File: config.mk
export PLATFORM = sky130hd
export DESIGN_NAME = jump_stall_ctrl
export DESIGN_NICKNAME = d
export VERILOG_FILES = /design/src/rtl/jump_stall_pkg.sv /design/src/rtl/sat_counter.sv /design/src/rtl/jump_stall_ctrl.sv
export SDC_FILE = /design/constraint.sdc
export NUM_CORES = 1
export LEC_CHECK = 0
export BUFFER_PORTS_ARGS = -buffer_cell sky130_fd_sc_hd__buf_4
export CORE_MARGIN = 2
export CORE_UTILIZATION = 45
export CTS_BUF_LIST = sky130_fd_sc_hd__clkbuf_16
export DETAILED_ROUTE_END_ITERATION = 16
export PLACE_DENSITY = 0.71
export REMOVE_ABC_BUFFERS = 1
export SYNTH_ARGS = -nofsm -noshare
export SYNTH_HDL_FRONTEND = slang
export SYNTH_HIERARCHICAL = 1
export SYNTH_SLANG_ARGS = --single-unit
File: constraint.sdc
create_clock -name clk -period 2.6 [get_ports clk]
set_clock_uncertainty 0.15 [all_clocks]
set_input_delay 0.52 -clock clk [delete_from_list [all_inputs] [get_ports clk]]
set_output_delay 0.52 -clock clk [all_outputs]
set_load 0.02 [all_outputs]
File: src/rtl/jump_stall_pkg.sv
// Shared definitions for the jump-stall controller: FSM state encoding and
// parameter defaults used by jump_stall_ctrl and its counters.
package jump_stall_pkg;

    typedef enum logic [1:0] {
        RUN     = 2'd0,
        WAIT_WB = 2'd1,
        FLUSH   = 2'd2
    } stall_state_e;

    localparam int DEFAULT_FLUSH_NOPS = 1;
    localparam int DEFAULT_CNT_W      = 16;
    localparam int DEFAULT_WDT_LIMIT  = 64;

    // Width of the flush bubble down-counter (FLUSH_NOPS tops out at 15).
    localparam int FLUSH_CNT_W = 4;

endpackage

File: src/rtl/sat_counter.sv
// Saturating up-counter: synchronous clear, increments on i_inc and holds at
// all-ones instead of wrapping.
module sat_counter #(
    parameter int CNT_W = 16
) (
    input  logic             clk,
    input  logic             i_clear,
    input  logic             i_inc,
    output logic [CNT_W-1:0] o_value
);

    logic [CNT_W-1:0] r_value;
    logic             w_at_max;

    assign w_at_max = (r_value == {CNT_W{1'b1}});

    // Clear wins over increment; increment stops once the value is all-ones.
    always_ff @(posedge clk) begin
        if (i_clear) begin
            r_value <= '0;
        end else if (i_inc && !w_at_max) begin
            r_value <= r_value + CNT_W'(1);
        end
    end

    assign o_value = r_value;

endmodule

File: src/rtl/jump_stall_ctrl.sv
// ID-stage jump-stall controller. Raises stall on a decoded jump-class
// instruction, holds it until WB commits (wb_reset), then forces FLUSH_NOPS
// bubble cycles so stale IFID contents are discarded.
// Optional watchdog: define JUMP_STALL_WDT_EN to force a release after
// WDT_LIMIT cycles in WAIT_WB (sets sticky wdt_err). Port list is identical
// in both builds.
module jump_stall_ctrl
    import jump_stall_pkg::*;
#(
    parameter int FLUSH_NOPS = DEFAULT_FLUSH_NOPS,
    parameter int CNT_W      = DEFAULT_CNT_W,
    parameter int WDT_LIMIT  = DEFAULT_WDT_LIMIT
) (
    input  logic             clk,
    input  logic             rst_n,
    input  logic             inst_valid,
    input  logic             inst_is_jump,
    input  logic             wb_reset,
    output logic             stall,
    output logic             bubble,
    output logic             busy,
    output logic [CNT_W-1:0] jump_cnt,
    output logic [CNT_W-1:0] stall_cycles,
    output logic             spurious_reset,
    output logic             wdt_err
);

    // Elaboration-time parameter checks.
    if (FLUSH_NOPS < 1 || FLUSH_NOPS > 15) begin : g_bad_flush_nops
        $error("jump_stall_ctrl: FLUSH_NOPS must be in 1..15");
    end
    if (CNT_W < 1) begin : g_bad_cnt_w
        $error("jump_stall_ctrl: CNT_W must be at least 1");
    end
    if (WDT_LIMIT < 1) begin : g_bad_wdt_limit
        $error("jump_stall_ctrl: WDT_LIMIT must be at least 1");
    end

    stall_state_e           r_state;
    logic [FLUSH_CNT_W-1:0] r_flush_cnt;
    logic                   r_stall;
    logic                   r_bubble;
    logic                   r_busy;
    logic                   r_spurious;
    logic                   r_wdt_err;

    logic w_jump;
    logic w_enter;
    logic w_timeout;
    logic w_release;
    logic w_in_wait;
    logic w_clear;

    assign w_jump    = inst_valid & inst_is_jump;
    assign w_enter   = (r_state == RUN) & w_jump;
    assign w_in_wait = (r_state == WAIT_WB);
    assign w_release = w_in_wait & (wb_reset | w_timeout);
    assign w_clear   = ~rst_n;

`ifdef JUMP_STALL_WDT_EN
    localparam int WDT_W = $clog2(WDT_LIMIT + 1);

    logic [WDT_W-1:0] r_wdt;

    // Timeout fires on the WDT_LIMIT-th cycle spent waiting for WB.
    assign w_timeout = w_in_wait & (r_wdt == WDT_W'(WDT_LIMIT - 1));

    // Watchdog: cleared on entry to WAIT_WB, counts every cycle spent there.
    always_ff @(posedge clk) begin
        if (!rst_n) begin
            r_wdt <= '0;
        end else if (w_enter) begin
            r_wdt <= '0;
        end else if (w_in_wait && !w_timeout) begin
            r_wdt <= r_wdt + WDT_W'(1);
        end
    end
`else
    assign w_timeout = 1'b0;
`endif

    // Main control FSM; all handshake outputs are registered here.
    always_ff @(posedge clk) begin
        if (!rst_n) begin
            r_state     <= RUN;
            r_flush_cnt <= '0;
            r_stall     <= 1'b0;
            r_bubble    <= 1'b0;
            r_busy      <= 1'b0;
            r_spurious  <= 1'b0;
            r_wdt_err   <= 1'b0;
        end else begin
            case (r_state)
                RUN: begin
                    // A release request with nothing to release is flagged,
                    // even when a jump arrives on the same edge.
                    if (wb_reset) begin
                        r_spurious <= 1'b1;
                    end
                    if (w_jump) begin
                        r_state <= WAIT_WB;
                        r_stall <= 1'b1;
                        r_busy  <= 1'b1;
                    end
                end
                WAIT_WB: begin
                    // Instruction inputs are ignored: IFID is sending NOPs.
                    if (wb_reset || w_timeout) begin
                        r_state     <= FLUSH;
                        r_stall     <= 1'b0;
                        r_bubble    <= 1'b1;
                        r_flush_cnt <= FLUSH_CNT_W'(FLUSH_NOPS - 1);
                        // A genuine WB release on the timeout cycle is normal.
                        if (!wb_reset) begin
                            r_wdt_err <= 1'b1;
                        end
                    end
                end
                FLUSH: begin
                    // Jumps and wb_reset are ignored while bubbles drain.
                    if (r_flush_cnt == '0) begin
                        r_state  <= RUN;
                        r_bubble <= 1'b0;
                        r_busy   <= 1'b0;
                    end else begin
                        r_flush_cnt <= r_flush_cnt - FLUSH_CNT_W'(1);
                    end
                end
                default: begin
                    r_state     <= RUN;
                    r_flush_cnt <= '0;
                    r_stall     <= 1'b0;
                    r_bubble    <= 1'b0;
                    r_busy      <= 1'b0;
                end
            endcase
        end
    end

    // Number of stalls entered.
    sat_counter #(
        .CNT_W (CNT_W)
    ) u_jump_cnt (
        .clk     (clk),
        .i_clear (w_clear),
        .i_inc   (w_enter),
        .o_value (jump_cnt)
    );

    // Cycles with stall high: one per edge taken while in WAIT_WB.
    sat_counter #(
        .CNT_W (CNT_W)
    ) u_stall_cycles (
        .clk     (clk),
        .i_clear (w_clear),
        .i_inc   (w_in_wait),
        .o_value (stall_cycles)
    );

    assign stall          = r_stall;
    assign bubble         = r_bubble;
    assign busy           = r_busy;
    assign spurious_reset = r_spurious;
    assign wdt_err        = r_wdt_err;

endmodule

Yosys cells after proc, flatten, opt, wreduce, memory -nomap -nowiden

Index checks and enable logic that the tools add are counted.

Bitwise logic cells: 5
Multiplexer cells: 14
Add/subtract/negate cells: 3
Equal/unequal tests: 8
Reductions and logical operators: 12

Operator list:

| operator                                                           | count |
|---|---|
| 16-bit by 1-bit adder with 16-bit output, second input constant    | 2 |
| 16-bit == test, second input constant                              | 2 |
| 3-bit AND reduction                                                | 5 |
| 4-bit case mux with 3 select lines                                 | 1 |
| 1-bit case mux with 3 select lines                                 | 3 |
| 4-bit two-way mux                                                  | 2 |
| 2-bit inequality test, second input constant                       | 4 |
| 2-bit two-way mux                                                  | 3 |
| 2-bit case mux with 3 select lines                                 | 1 |
| 4-bit logical NOT                                                  | 1 |
| 1-bit two-way mux                                                  | 4 |
| 4-bit by 1-bit subtractor with 4-bit output, second input constant | 1 |
| 1-bit NOT                                                          | 3 |
| 1-bit bitwise AND                                                  | 2 |
| 2-bit by 1-bit == test with 1-bit output, second input constant    | 1 |
| 2-bit == test, second input constant                               | 1 |
| 1-bit logical AND                                                  | 2 |
| 1-bit logical NOT                                                  | 2 |
| 2-bit logical NOT                                                  | 1 |
| 2-bit AND reduction                                                | 1 |

Logic and storage cells: 50
Flip-flop bits (word level): 42

Longest topological paths before layout

Gate-level depths: netlist of run 1.

Depth after elaboration: 3
Mapped depth: 8

Modules after synthesis

Netlist of run 1, hierarchy kept.

Modules (own cells, without submodules):

| module          | cells each | area an instance (µm²) | times used | sequential area each (µm²) |
|---|---|---|---|---|
| sat_counter     | 96         | 833.3                  | 2          | 320.3 |
| jump_stall_ctrl | 61         | 501.7                  | 1          | 200.2 |

Worst setup path before layout of run 1

Ideal clock, no wire load.

Kind: input to register
From: input inst_valid
To: register u_jump_cnt.r_value[15] (netlist: u_jump_cnt/o_value[15])
Required time: 2.329 ns
Buffers on the path: 1
Data arrival time: 2.028 ns
Stages: 7
Path slack: 0.301 ns
Path through: nand3b_1 > nor2_1 > nand2_1 > or3_1 > clkbuf_2 > nor4_1 > mux2_2

Word-level cells in the longest chain between the ends: 3

Ends and longest elaborated chain:

| element                | line                  | source |
|---|---|---|
| start: declaration     | jump_stall_ctrl.sv:16 | `input logic inst_valid,` |
| 1-bit bitwise AND      | jump_stall_ctrl.sv:54 | `assign w_jump = inst_valid & inst_is_jump;` |
| 1-bit bitwise AND      | jump_stall_ctrl.sv:55 | `assign w_enter = (r_state == RUN) & w_jump;` |
| net w_enter            | jump_stall_ctrl.sv:48 | `logic w_enter;` |
| 1-bit logical AND      | sat_counter.sv:21     | `end else if (i_inc && !w_at_max) begin` |
| end signal: assignment | sat_counter.sv:22     | `r_value <= r_value + CNT_W'(1);` |
| end: declaration       | sat_counter.sv:12     | `logic [CNT_W-1:0] r_value;` |

The timed path passes the listed nets, and every way through them passes these cells.
A chain may end at the register's enable or synchronous reset.

Worst setup path after layout of run 1

From: register r_state[0]
To: register u_stall_cycles.r_value[15] (netlist: u_stall_cycles/o_value[15])

Word-level cells in the longest chain between the ends: 2

Ends and longest elaborated chain:

| element                                  | line                   | source |
|---|---|---|
| start: declaration                       | jump_stall_ctrl.sv:39  | `stall_state_e r_state;` |
| start signal: assignment                 | jump_stall_ctrl.sv:85  | `r_state <= RUN;` |
| start signal: assignment                 | jump_stall_ctrl.sv:101 | `r_state <= WAIT_WB;` |
| start signal: assignment                 | jump_stall_ctrl.sv:109 | `r_state <= FLUSH;` |
| 2-bit by 1-bit == test with 1-bit output | jump_stall_ctrl.sv:56  | `assign w_in_wait = (r_state == WAIT_WB);` |
| net w_in_wait                            | jump_stall_ctrl.sv:51  | `logic w_in_wait;` |
| 1-bit logical AND                        | sat_counter.sv:21      |  |
| end signal: assignment                   | sat_counter.sv:22      |  |
| end: declaration                         | sat_counter.sv:12      |  |

The timed path passes the listed nets, and every way through them passes these cells.

==> impl_metrics.toml, run 1 <==
[outcome]
status = "finished, final reports clean"

[clock_network]
post_cts_buffers = 0
path_clk_slew_ns = 0.06
cts_hold_buf = 0
h-tree-depth = 2
clockBufferDepth = 2
clockRootBuffer = "clkbuf_16"
cts_resized = 0
cts_buffers = 5
clk_latency_ns = 0.28
clock_sinks = 42
cts_tree = "built"

[grt]
grt_pass1_vias = 1680
grt_pass1_wl_um = 7880
grt_max_degree = 18
grtUsageTotal_pct = 18.6
grt-ovfl-total = 0
antenna_found_initial = 0

[power]
combPwrFrac_pct = 6.6
p_total_mw = 1.36
internal_power_mw = 1.04
p_per_area_nw_per_um2 = 510
p_leak_nw = 1.00
switchingPower_mw = 0.317
clkPwrFrac_pct = 44.5
pwr-share-seq_pct = 48.9
p_sw_share_pct = 23.3
peakVddDrop_uv = 263

[timing]
setup_viol = 0
slew_viol_final = 0
worst_pin_slew_ns = 0.568
tns_ns = 0
hold_slack_ns = 0.336
relSlewSlack_pct = 61.7
rsz0062_at_grt = "no"
finalHoldViolations = 0
post-route-min-period_ns = 2.38
max_clock_freq_mhz = 419
finalCritPeriodShare_pct = 91.7

[worst_setup_path]
setup.worst_path.class = "reg2reg"
critical_path.max_fanout = 9
rr_endpoint = "u_stall_cycles/o_value[15]"
start_kind = "flop"
cp_num_buf_inv = 1
crit_path_end_kind = "flop"
critPathSlowestCell = "dfxtp_1"
rrSetupSlack_ns = 0.22
critPathMaxStageDelay_ns = 0.48
arrival_ns = 2.41
path_delay_family = "simple AND/OR/NAND/NOR gates"
crit_required_ns = 2.62
r2r-start = "r_state[0]"
crit_path_cell_trace = "inv_1 > nor2_1 > nand2_1 > or3_1 > nor4_1 > mux2_2"
r2r_cells = 6

[die]
fp-row-count = 25
coreArea_um2 = 4690
dieArea_um2 = 5390
initial_core_util_pct = 46.2
die_y_um = 73.4
dieWidth_um = 73.4
ios = 42

[drt]
route.detailed.wl_per_inst_um = 13.6
first_pass_iters = 4
routed_via_density = 5.73
drc = 0
routed_wirelength_um = 4810
ant_nets = 0
vias = 2021
drt_iter0_markers = 88

[synth]
ys.flop_type = "dfxtp_1"
async_reset_ff_share_pct = 0
yosysWarnings = 6
syn_area_um2 = 2170
synth-edff-count = 0
yosysTopAreaCell = "dfxtp_1"
synthTopCellsByArea = "dfxtp_1 39%, nor2_1 4.7%, nand3_1 3.7%, a21oi_1 3.5%, nand2_1 3.3%"
avgSynthCellArea_um2 = 8.57
synth_cell_types = 45
ys_seq_elements = 42
synth_top_area_share_pct = 38.8
netlist_instances = 253
yosysSeqAreaShare_pct = 38.8

[final_layout]
final_common_cell = "buf_4"
drive_gt1_share_pct = 22.4
diodes = 0
final_util_pct = 56.8
layout_common_cells = "48 x buf_4, 42 x dfxtp_1, 27 x nor2_1"
final_nets = 307
stdcell_count = 353
syn2layout_area_growth_pct = 22.9

[worst_hold_path]
hold_end = "spurious_reset"
hold_path.startpoint = "spurious_reset"
hold_class = "reg2reg"
whs_path_depth = 2

[placed_design]
place_inst = 345
portBuffers = 40
gp_congestion = 0.798
hpwl_um = 3400

[job]
maxCapViolCount = 0
[cell type report]
| cell class | instances | area (µm²) |
|---|---|---|
| Multi-Input combinational cell | 191 | 1220 |
| Tap cell | 54 | 67.6 |
| Fill cell | 441 | 2030 |
| Sequential cell | 42 | 841 |
| Timing Repair Buffer | 48 | 360 |
| Inverter | 10 | 37.5 |
| Clock inverter | 3 | 16.3 |
| Clock buffer | 5 | 125 |
[Yosys cell counts, types with 6 or more instances]
cell      n
a21oi_1  15
and4_1    6
dfxtp_1  42
inv_1     9
nand2_1  19
nand3_1  16
nand4_1   8
nor2_1   27
nor3_1    7
nor4_1    6
o21ai_0   7
o31ai_1   9
or4_1     6
[how the worst max path moves through the flow]
stage / startpoint / end / slack (ns) / cells after the start
2_1_floorplan: inst_valid / u_jump_cnt/o_value[15] / 0.34 / 6
3_3_place_gp: r_state[0] / u_stall_cycles/o_value[15] / 0.30 / 6
3_5_place_dp: r_state[0] / u_stall_cycles/o_value[15] / 0.29 / 6
4_1_cts: r_state[0] / u_stall_cycles/o_value[15] / 0.25 / 6
5_1_grt: r_state[0] / u_stall_cycles/o_value[15] / 0.02 / 6
6_report: r_state[0] / u_stall_cycles/o_value[15] / 0.22 / 6
[layer usage]
layer | part of all wire [%] | vias to the layer above | GRT usage, %
met5 | 0 | - | 0
met4 | 0.71 | 0 | 6.67
met3 | 3.8 | 2 | 4.66
met2 | 46 | 44 | 26.7
met1 | 50 | 939 | 26.9
li1 | - | 1036 | -
[tightest hold or removal path, stage by stage (launching register included)]
cell     delay [ns]
dfxtp_1        0.34
a21oi_1        0.05
nor2_1         0.07
[flip-flops by register name (all words and copies together), names as in the netlist]
name	count
r_flush_cnt	4
r_state	2
u_jump_cnt/o_value	16
bubble	1
stall	1
busy	1
spurious_reset	1
u_stall_cycles/o_value	16
[cell families (layout without fill, tap and decap cells)]
logic type / count (synthesis) / count (layout) / share of synthesized area (%)
DFF: 42 / 42 / 38.8
xor gates and xnor gates: 6 / 6 / 2.42
other: 1 / 1 / 0.173
AOI/OAI and AO/OA: 51 / 51 / 16.4
and+or+nand+nor: 120 / 120 / 30.4
buffers and inverters: 20 / 66 / 5.08
adders and majority gates: 4 / 4 / 2.31
muxes: 9 / 9 / 4.39
[power groups by stage]
stage	logic, mW	clock network [mW]	registers (mW)
after global routing	0.0972	0.648	0.667
after CTS	0.0900	0.618	0.665
after floorplan	0.0397	0	0.688
after global placement	0.0880	0	0.679
final	0.0895	0.605	0.665
after detailed placement	0.0897	0	0.680
[per-stage QoR]
stage / setup slack (ns) / instance area [µm²]
5_1_grt: 0.0179 / 2670
3_5_place_dp: 0.286 / 2520
6_report: 0.216 / 2670
4_1_cts: 0.254 / 2670
3_3_place_gp: 0.301 / 2520
2_1_floorplan: 0.336 / 2100
No activity file was read; power rests on OpenSTA's default activity.
==> run 2, diff against run 1 <==
--- a/config.mk
+++ b/config.mk
@@ -6,13 +6,15 @@
 export NUM_CORES = 1
 export LEC_CHECK = 0
 export BUFFER_PORTS_ARGS = -buffer_cell sky130_fd_sc_hd__buf_4
-export CORE_MARGIN = 2
+export CORE_MARGIN = 3
 export CORE_UTILIZATION = 45
 export CTS_BUF_LIST = sky130_fd_sc_hd__clkbuf_16
 export DETAILED_ROUTE_END_ITERATION = 16
 export PLACE_DENSITY = 0.71
 export REMOVE_ABC_BUFFERS = 1
+export SLEW_MARGIN = 20
 export SYNTH_ARGS = -nofsm -noshare
 export SYNTH_HDL_FRONTEND = slang
 export SYNTH_HIERARCHICAL = 1
 export SYNTH_SLANG_ARGS = --single-unit
+export TNS_END_PERCENT = 30
==> impl_metrics.toml, run 2 (same netlist as run 1, synthesis figures left out) <==
[power]
combPwrFrac_pct = 6.5
pwr-share-seq_pct = 49.8
internal_power_mw = 1.04
p_sw_share_pct = 22.4
clkPwrFrac_pct = 43.8
p_per_area_nw_per_um2 = 504
peakVddDrop_uv = 371
p_leak_nw = 1.00
switchingPower_mw = 0.300

[placed_design]
gp_congestion = 0.839
pre_cts_ws_ns = 0.241
placed_cell_area_um2 = 2510
portBuffers = 40
hpwl_um = 3510

[die]
fp-row-count = 24
ios = 42
initial_core_util_pct = 48.1
dieWidth_um = 75.4
dieArea_um2 = 5690
die_y_um = 75.4
coreArea_um2 = 4500

[clock_network]
cts_buffers = 5
clockRootBuffer = "clkbuf_16"
cts_resized = 0
clk_latency_ns = 0.28
post_cts_buffers = 0
cts_hold_buf = 0
cts_tree = "built"
clock_sinks = 42
h-tree-depth = 2
path_clk_slew_ns = 0.06
clockBufferDepth = 2

[timing]
fin_ws_ns = 0.306
tns_ns = 0
worst_pin_slew_ns = 0.543
rsz0062_at_grt = "no"
relSlewSlack_pct = 62.9
setup_viol = 0
post-route-min-period_ns = 2.29
finalHoldViolations = 0
max_clock_freq_mhz = 436
finalCritPeriodShare_pct = 88.2
slew_viol_final = 0

[drt]
first_pass_iters = 4
ant_nets = 0
route.detailed.wl_per_inst_um = 13.7
drt_iter0_markers = 132
routed_wirelength_um = 4800
drc = 0
routed_via_density = 5.81
vias = 2033

[final_layout]
final_area_um2 = 2650
drive_gt1_share_pct = 21.8
diodes = 0
final_common_cell = "buf_4"
fill_cells = 408
final_util_pct = 58.9
final_nets = 306
syn2layout_area_growth_pct = 22.3
layout_common_cells = "47 x buf_4, 42 x dfxtp_1, 27 x nor2_1"

[worst_setup_path]
r2r_cells = 6
crit_required_ns = 2.62
start_kind = "flop"
crit_path_end_kind = "flop"
setup.worst_path.class = "reg2reg"
arrival_ns = 2.32
critical_path.max_fanout = 9
rrSetupSlack_ns = 0.31

[job]
maxCapViolCount = 0

[grt]
grtUsageTotal_pct = 17.9
grt_max_degree = 16
antenna_found_initial = 0
grt-ovfl-total = 0
grt_pass1_vias = 1731
grt_pass1_wl_um = 7940

[worst_hold_path]
whs_path_depth = 2
hold_class = "reg2reg"

[outcome]
status = "finished, final reports clean"
-- run 2: critical path: stages (launching register included) --
cell and delay [ns]:
dfxtp_1 0.49, inv_1 0.16, nor2_1 0.23, nand2_1 0.07, or3_1 0.40, nor4_1 0.31, mux2_2 0.37
-- run 2: metal layers --
metal  part of all wire (%)  global-route usage (%)  up-vias
li1                       -                       -     1041
met1                     50                    25.6      924
met2                     43                    26.3       61
met3                    5.0                    3.56        7
met4                    1.9                    7.57        0
met5                      0                       0        -
-- run 2: power groups by stage --
stage,logic (mW),clock network [mW],registers [mW]
after global routing,0.0952,0.617,0.667
after detailed placement,0.0867,0,0.679
after floorplan,0.0397,0,0.688
after CTS,0.0871,0.603,0.665
final,0.0866,0.586,0.665
after global placement,0.0862,0,0.679
-- run 2: path summary, 6_finish.rpt --
| kind | end | start |
|---|---|---|
| setup reg to reg | u_stall_cycles/o_value[15] | r_state[0] |
| hold reg to reg | spurious_reset | spurious_reset |
| setup / recovery | u_stall_cycles/o_value[15] | r_state[0] |
| hold / removal | spurious_reset | spurious_reset |
-- run 2: cell type report --
type / count / area (µm²) / share of cell area (%)
flip-flops and latches: 42 / 841 / 31.7
clock buffers: 5 / 125 / 4.72
well taps: 52 / 65.1 / 2.45
repair buffers: 47 / 353 / 13.3
clock inverters: 3 / 12.5 / 0.472
inverters: 10 / 37.5 / 1.42
multi-input cells: 191 / 1220 / 45.9
-- run 2: metrics by stage --
stage	hold slack [ns]	power, mW	std cells
after floorplan	0.303	0.728	243
after global placement	0.311	0.766	342
after detailed placement	0.317	0.766	342
after CTS	0.334	1.36	350
after global routing	0.369	1.38	350
final	0.324	1.34	350
